==> config.mk <==
export PLATFORM = sky130hd
export DESIGN_NAME = keypad_sync_debounce
export DESIGN_NICKNAME = d
export VERILOG_FILES = /design/src/rtl/keypad_sync_debounce.sv
export SDC_FILE = /design/constraint.sdc
export NUM_CORES = 1
export LEC_CHECK = 0
export ABC_AREA = 1
export CAP_MARGIN = 20
export CORE_MARGIN = 10
export CORE_UTILIZATION = 28
export CTS_CLUSTER_DIAMETER = 60
export DETAILED_ROUTE_END_ITERATION = 6
export PLACE_DENSITY = 0.46
export SLEW_MARGIN = 25
export SYNTH_ARGS = -nofsm -noshare
export SYNTH_HDL_FRONTEND = slang
export SYNTH_SLANG_ARGS = --single-unit
==> constraint.sdc <==
create_clock -name clk -period 1.2 [get_ports clk]
set_input_delay 0.24 -clock clk [delete_from_list [all_inputs] [get_ports clk]]
set_output_delay 0.24 -clock clk [all_outputs]
set_load 0.02 [all_outputs]
==> src/rtl/keypad_sync_debounce.sv <==
// Multi-stage synchronizer, per-channel debounce and registered rise/fall pulses for keypad columns.
// Step latency STAGES+DEBOUNCE_CYCLES edges with sample_en high; no backpressure, results arrive every clk.
module keypad_sync_debounce #(
   parameter int                WIDTH           = 4,
   parameter int                STAGES          = 2,
   parameter int                DEBOUNCE_CYCLES = 4,
   parameter logic [WIDTH-1:0]  RESET_VAL       = {WIDTH{1'b1}}
) (
   input  logic             clk,
   input  logic             reset,
   input  logic             sample_en,
   input  logic [WIDTH-1:0] col_async,
   output logic [WIDTH-1:0] col_sync,
   output logic [WIDTH-1:0] col_stable,
   output logic [WIDTH-1:0] col_rise,
   output logic [WIDTH-1:0] col_fall,
   output logic             any_change
);

   localparam int CW = $clog2(DEBOUNCE_CYCLES + 1);
   localparam logic [CW-1:0] LAST = CW'(DEBOUNCE_CYCLES - 1);

   logic [WIDTH-1:0] sync_q [STAGES];
   logic [CW-1:0]    cnt    [WIDTH];
   logic [WIDTH-1:0] accept;

   always_ff @(posedge clk or negedge reset) begin
      if (!reset) begin
         for (int s = 0; s < STAGES; s++) sync_q[s] <= RESET_VAL;
      end else begin
         sync_q[0] <= col_async;
         for (int s = 1; s < STAGES; s++) sync_q[s] <= sync_q[s-1];
      end
   end

   assign col_sync = sync_q[STAGES-1];

   // A channel accepts its new level on the qualifying sample that would push the count past LAST.
   always_comb begin
      accept = '0;
      for (int i = 0; i < WIDTH; i++)
         accept[i] = (col_sync[i] != col_stable[i]) && sample_en && (cnt[i] == LAST);
   end

   always_ff @(posedge clk or negedge reset) begin
      if (!reset) begin
         for (int i = 0; i < WIDTH; i++) cnt[i] <= '0;
         col_stable <= RESET_VAL;
         col_rise   <= '0;
         col_fall   <= '0;
         any_change <= 1'b0;
      end else begin
         for (int i = 0; i < WIDTH; i++) begin
            if (col_sync[i] == col_stable[i])
               cnt[i] <= '0;
            else if (sample_en)
               cnt[i] <= accept[i] ? '0 : cnt[i] + CW'(1);
         end
         col_stable <= (col_stable & ~accept) | (col_sync & accept);
         col_rise   <= accept & col_sync;
         col_fall   <= accept & ~col_sync;
         any_change <= |accept;
      end
   end

endmodule

Yosys cells after proc, flatten, opt, wreduce, memory -nomap -nowiden
Index checks and enable logic that the tools add are counted.
{"block": "word_totals", "ff_bits": 33, "input_bits": 7, "out_inout_bits": 17, "word_cells": 57}
{"block": "op_classes", "add_sub_neg": 4, "eq_ne": 12, "mux": 12, "bitwise": 6, "reduce_logical": 13}
{"op": "3-bit two-way mux", "count": 12}
{"op": "3-bit by 1-bit adder with 3-bit output, second input constant", "count": 4}
{"op": "4-bit AND", "count": 3}
{"op": "3-bit by 2-bit equality test with 1-bit output, second input constant", "count": 4}
{"op": "1-bit logical AND", "count": 8}
{"op": "4-bit NOT", "count": 2}
{"op": "2-bit nonzero test", "count": 4}
{"op": "1-bit equality test", "count": 4}
{"op": "1-bit != test", "count": 4}
{"op": "4-bit OR", "count": 1}
{"op": "4-bit OR reduction", "count": 1}

Longest topological paths before layout
Gate-level depths: netlist (run 1).
{"block": "logic_depth", "ltp_word": 6, "mapped_depth": 7, "ltp_nobuf": 7}

Worst setup path after synthesis (run 1)
Ideal clock, no wire load.
{"block": "synth_path", "path_type": "flip-flop to flip-flop", "from": "reg with a tool-made name", "to": "reg any_change", "arrival_time_ns": 0.997, "required_ns": 1.084, "slack_ns": 0.087, "path_stages_with_launch": 8, "n_path_buf": 0, "path_cell_list": "dfstp_2 -> inv_1 -> nand2_1 -> nand2_1 -> nand3_1 -> nand2_1 -> inv_1 -> nand2_1"}
{"element": "end signal: assignment", "line": "62", "source": "any_change <= |accept;"}
{"element": "end: declaration", "line": "17", "source": "output logic any_change"}

==> results of run 1 <==
-- worst min-delay path by stage --
| stage | start | slack, ns | end | depth (start not counted) |
|---|---|---|---|---|
| after CTS | reset | 0.31 | any_change | 2 |
| after floorplan | reset | -0.06 | any_change | 0 |
| final | reset | 0.32 | any_change | 2 |
| after global routing | reset | 0.32 | any_change | 2 |
| after global placement | sync_q[6] | 0.35 | col_sync[2] | 0 |
| after detailed placement | sync_q[4] | 0.35 | col_sync[0] | 0 |
-- cell families after synthesis --
kind of cell | after synthesis | synth area share, %
DFF | 33 | 58.3
and+or+nand+nor | 88 | 26.1
buffers and inverters | 34 | 10.2
AOI/OAI and AO/OA | 4 | 1.91
adders and majority gates | 4 | 3.47
-- area by class of cell --
class                      instances  share of cell area (%)
clock buffer                       8                    3.84
inverter                          29                    5.94
multi-input combinational         96                    28.7
timing repair buffer              36                    17.0
sequential                        33                    40.3
tap                               70                    4.20
-- synth_stat cells, drive strengths merged --
library cell   n  area, um2
ha             4       50.1
a211oi         3       22.5
nand2         65        254
o21ai          1       5.00
inv           29        109
buf            5       37.5
nand3          9       60.1
nor2          14       62.6
dfrtp         21        526
dfstp         12        315
-- power by group --
part	internal, uW	switching, uW	total (uW)	leakage (uW)
Clock	412	384	796	0.0000395
Sequential	1300	101	1400	0.000413
Combinational	503	597	1100	0.000631
-- routing by layer --
layer	global-route usage, %	vias to the layer above	share of wire [%]	wire length (um)
met5	0	-	0	0
met4	3.86	0	2.3	70
met3	5.13	8	7.7	237
met2	11.4	26	50	1560
met1	7.50	536	40	1230
li1	-	558	-	-
-- stage by stage --
stage	power, uW	worst slack (ns)	util (%)	instance area, um2	TNS [ns]
global route	3530	-0.0380	41.4	2090	-0.466
CTS	3050	-0.00526	38.0	1920	-0.00526
finish	3290	0.00319	41.4	2090	0
detailed placement	2200	-0.159	36.1	1820	-3.51
floorplan	1860	0.0872	-	1440	0
global placement	2160	-0.155	36.1	1820	-3.02
-- repair_timing --
item	CTS	global route
setup buffers	0	3
gates resized for setup	68	71
endpoints found under the setup margin	17	38
pin swaps	0	26
==> qor.txt, run 1 <==
Placed cells -> 261
Clock buffer depth -> 2
Worst EP required -> 0.96 ns
Sequential Area -> 841 um2
Crit share post-route -> 99.7%
RSZ-0062 raised after global routing -> yes
Reg2Reg Setup Slack -> 0.02 ns
Worst vdd ir -> 0.000731 V
Nets -> 212
Rows -> 26
Slowest stage cell, crit path -> dfstp_2
CTS sink cnt -> 33
Maximum clock rate -> 0.836 GHz
Drt pass-1 iters -> 3
Cell Pwr Density -> 1580 nW/um2
Commonest non-fill, non-tap cell in the layout -> nand2_1
Syn Area/Cell -> 8.84 um2
CTS H-tree depth -> 2
# DRC -> 0
Status -> finished, final reports clean
Final non-filler cell total -> 272
Critical path depth in cells -> 1
Lkg Pwr -> 0.00108 uW
WL per Instance -> 11.4 um
Startpoint type of the worst setup path -> register
HPWL Detailed -> 2.04 mm
Multi-input logic area -> 599 um2
Top Ports -> 24
Clock transition at path regs -> 0.07 ns
Max Slew Vio Count -> 0
Post-Syn Area -> 1440 um2
Largest net degree at the start of global routing -> 34
Slew headroom -> 85.4%
Most frequent cells in the layout -> nand2_1, dfrtp_1, nand2_2, buf_6, inv_1
Ant. Diodes -> 0
Clock Skew -> 0.00416 ns
Crit path to -> col_stable[2]
Critical path arrival -> 0.96 ns
Cts bufs inserted -> 5
GRT Residual Overflow -> 0
Die Y-Extent -> 91.8 um
Post-Route WL -> 3.10 mm
Synthesized flop and latch total -> 33
First-pass GRT wire length -> 4.95 mm
Worst path top cell family by delay -> flip-flops
Least-Margin Pin Slew -> 0.218 ns
Initial antenna violation count -> 0
Min Tclk post-route -> 1.20 ns
Critical path class -> reg2out
Initial DRC count -> 27
Worst-path cell chain -> buf_6
GRT Util Overall -> 7.42%
Die span in x -> 91.8 um
Clk root buf -> clkbuf_8
Clock Latency Late Sink -> 0.28 ns
Syn Nets -> 174
Cts hold-fix bufs -> 0
R2R cell count -> 7
Antenna-violating nets left -> 0
Fin. Hold Viols -> 0
# setup viols final -> 0
Port Buffers -> 23
Yosys cell types -> 16
Ys Warns -> 0
Max cap viols -> 0
Fill count -> 508
WHS -> 0.315 ns
Post-synthesis sequential area ratio -> 58.3%
GP Congestion -> 0.729
CP Max Fanout -> 2
Largest stage delay on the critical path -> 0.55 ns
Area growth from synthesis to layout -> 44.7%
CTS tree -> yes
Core area -> 5040 um2
Total die area -> 8420 um2
Vias in the first global route -> 1148
WP buf/inv -> 1
Worst Setup End Kind -> primary output
Share of layout cells above drive strength 1 -> 50.5%
Initial Util -> 28.6%
Vias per cell -> 4.15
Via count -> 1128
Synth Instances -> 163
Hold Path Class -> in2async
No activity file was read; power rests on OpenSTA's default activity.
==> run 2: changes to the inputs <==
==> constraint.sdc (replaced) <==
create_clock -name clk -period 1.2 [get_ports clk]
set_input_delay 0.24 -clock clk [delete_from_list [all_inputs] [get_ports clk]]
set_output_delay 0.24 -clock clk [all_outputs]
set_load 0.01 [all_outputs]
==> qor.txt, run 2 (synthesis results as in run 1) <==
Clock Skew -> 0.00358 ns (-0.000578 ns)
Worst vdd ir -> 0.000722 V (-1.1%)
Crit share post-route -> 99.3% (-0.43 points)
Initial DRC count -> 30 (+11%)
CP Max Fanout -> 2 (unchanged)
Cts bufs inserted -> 5 (unchanged)
Clock buffer depth -> 2 (unchanged)
Worst EP required -> 0.96 ns (about the same)
Via count -> 1128 (unchanged)
WP buf/inv -> 1 (unchanged)
GRT Util Overall -> 7.26% (-0.17 points)
Largest stage delay on the critical path -> 0.54 ns (about the same)
Top Ports -> 24 (unchanged)
WL per Instance -> 10.9 um (-3.9%)
Lkg Pwr -> 0.00113 uW (+4.7%)
CTS tree -> yes
Clk root buf -> clkbuf_8
Worst Setup End Kind -> primary output
Worst-path cell chain -> buf_2
Total power -> 3230 uW (-2.0%)
RR Startpoint -> col_sync[2]
Critical path arrival -> 0.95 ns (about the same)
HPWL Detailed -> 2.08 mm (+2.0%)
Vias per cell -> 4.07 (-1.8%)
Critical path depth in cells -> 1 (unchanged)
First-pass GRT wire length -> 4.97 mm (+0.28%)
# setup viols final -> 0 (unchanged)
Least-Margin Pin Slew -> 0.205 ns (-0.0134 ns)
Clock transition at path regs -> 0.07 ns (about the same)
Max Slew Vio Count -> 0 (unchanged)
Slew headroom -> 86.3% (+0.83 points)
Drt pass-1 iters -> 2 (-1)
Share of layout cells above drive strength 1 -> 41.1% (-9.4 points)
CTS sink cnt -> 33 (unchanged)
Die Y-Extent -> 91.8 um (unchanged)
Startpoint type of the worst setup path -> register
RSZ-0062 raised after global routing -> yes
Maximum clock rate -> 0.839 GHz (+0.43%)
Slowest stage cell, crit path -> dfstp_2
Multi-input logic area -> 537 um2 (-10%)
Post-Route WL -> 3.03 mm (-2.1%)
R2R cell count -> 7 (unchanged)
Critical path class -> reg2out
Fill count -> 491 (-3.3%)
Commonest non-fill, non-tap cell in the layout -> nand2_1
Vias in the first global route -> 1183 (+3.0%)
Initial antenna violation count -> 0 (unchanged)
Nets -> 217 (+2.4%)
Clock Latency Late Sink -> 0.28 ns (about the same)
Hold Path Class -> in2async
Reg2Reg Setup Slack -> 0.02 ns (about the same)
Worst path top cell family by delay -> flip-flops
Rows -> 26 (unchanged)
Cell Pwr Density -> 1550 nW/um2 (-2.0%)
Ant. Diodes -> 0 (unchanged)
GRT Residual Overflow -> 0 (unchanged)
Fin. Hold Viols -> 0 (unchanged)
GP Congestion -> 0.740 (+1.5%)
Die span in x -> 91.8 um (unchanged)
Largest net degree at the start of global routing -> 34 (unchanged)
Status -> finished, final reports clean
# DRC -> 0 (unchanged)
CTS H-tree depth -> 2 (unchanged)
Total die area -> 8420 um2 (unchanged)
Min Tclk post-route -> 1.19 ns (-0.00513 ns)
Max cap viols -> 0 (unchanged)
Most frequent cells in the layout -> nand2_1, dfrtp_1, inv_1, buf_6, dfstp_2
Core area -> 5040 um2 (unchanged)
Antenna-violating nets left -> 0 (unchanged)
Port Buffers -> 23 (unchanged)
Cts hold-fix bufs -> 0 (unchanged)
Sequential Area -> 841 um2 (unchanged)
Initial Util -> 28.6% (unchanged)
Area growth from synthesis to layout -> 44.7% (unchanged)
Final setup TNS -> 0 ns (unchanged)
-- run 2: stage by stage --
stage | util (%) | setup WS (ns) | area [um2] | instances | hold WS [ns]
after floorplan | - | 0.134 | 1440 | 163 | -0.0556
after global placement | 36.1 | -0.150 | 1820 | 261 | 0.345
after detailed placement | 36.1 | -0.169 | 1820 | 261 | 0.348
after CTS | 37.0 | 0.00216 | 1870 | 269 | 0.330
after global routing | 41.4 | -0.0465 | 2090 | 277 | 0.348
final | 41.4 | 0.00831 | 2090 | 277 | 0.327
-- run 2: layer usage --
metal,vias up,routed length (um),track usage (%)
li1,566,-,-
met1,527,1280,7.80
met2,28,1470,11.6
met5,-,0,0
met4,0,51,3.73
met3,7,228,3.59
-- run 2: worst max path at each step --
stage | end | slack (ns)
detailed placement | cnt[1] | -0.17
finish | col_stable[2] | 0.008
floorplan | any_change | 0.13
global placement | cnt[1] | -0.15
CTS | col_stable[2] | 0.002
global route | any_change | -0.05
-- run 2: cell type report --
cell class	instances	share of cell area [%]
clock buffer	8	4.32
inverter	29	5.82
multi-input combinational	96	25.7
sequential	33	40.3
tap	70	4.20
timing repair buffer	41	19.6
-- run 2: power breakdown --
part           switching (uW)  internal [uW]
Clock                     385            467
Sequential               97.3           1300
Combinational             507            476
Total                     990           2240
-- run 2: timing repair --
action,4_1_cts,5_1_grt
pin swaps,0,23
setup buffers,0,8
gates cloned,0,0
resized for setup,43,52
setup endpoints to repair,20,29
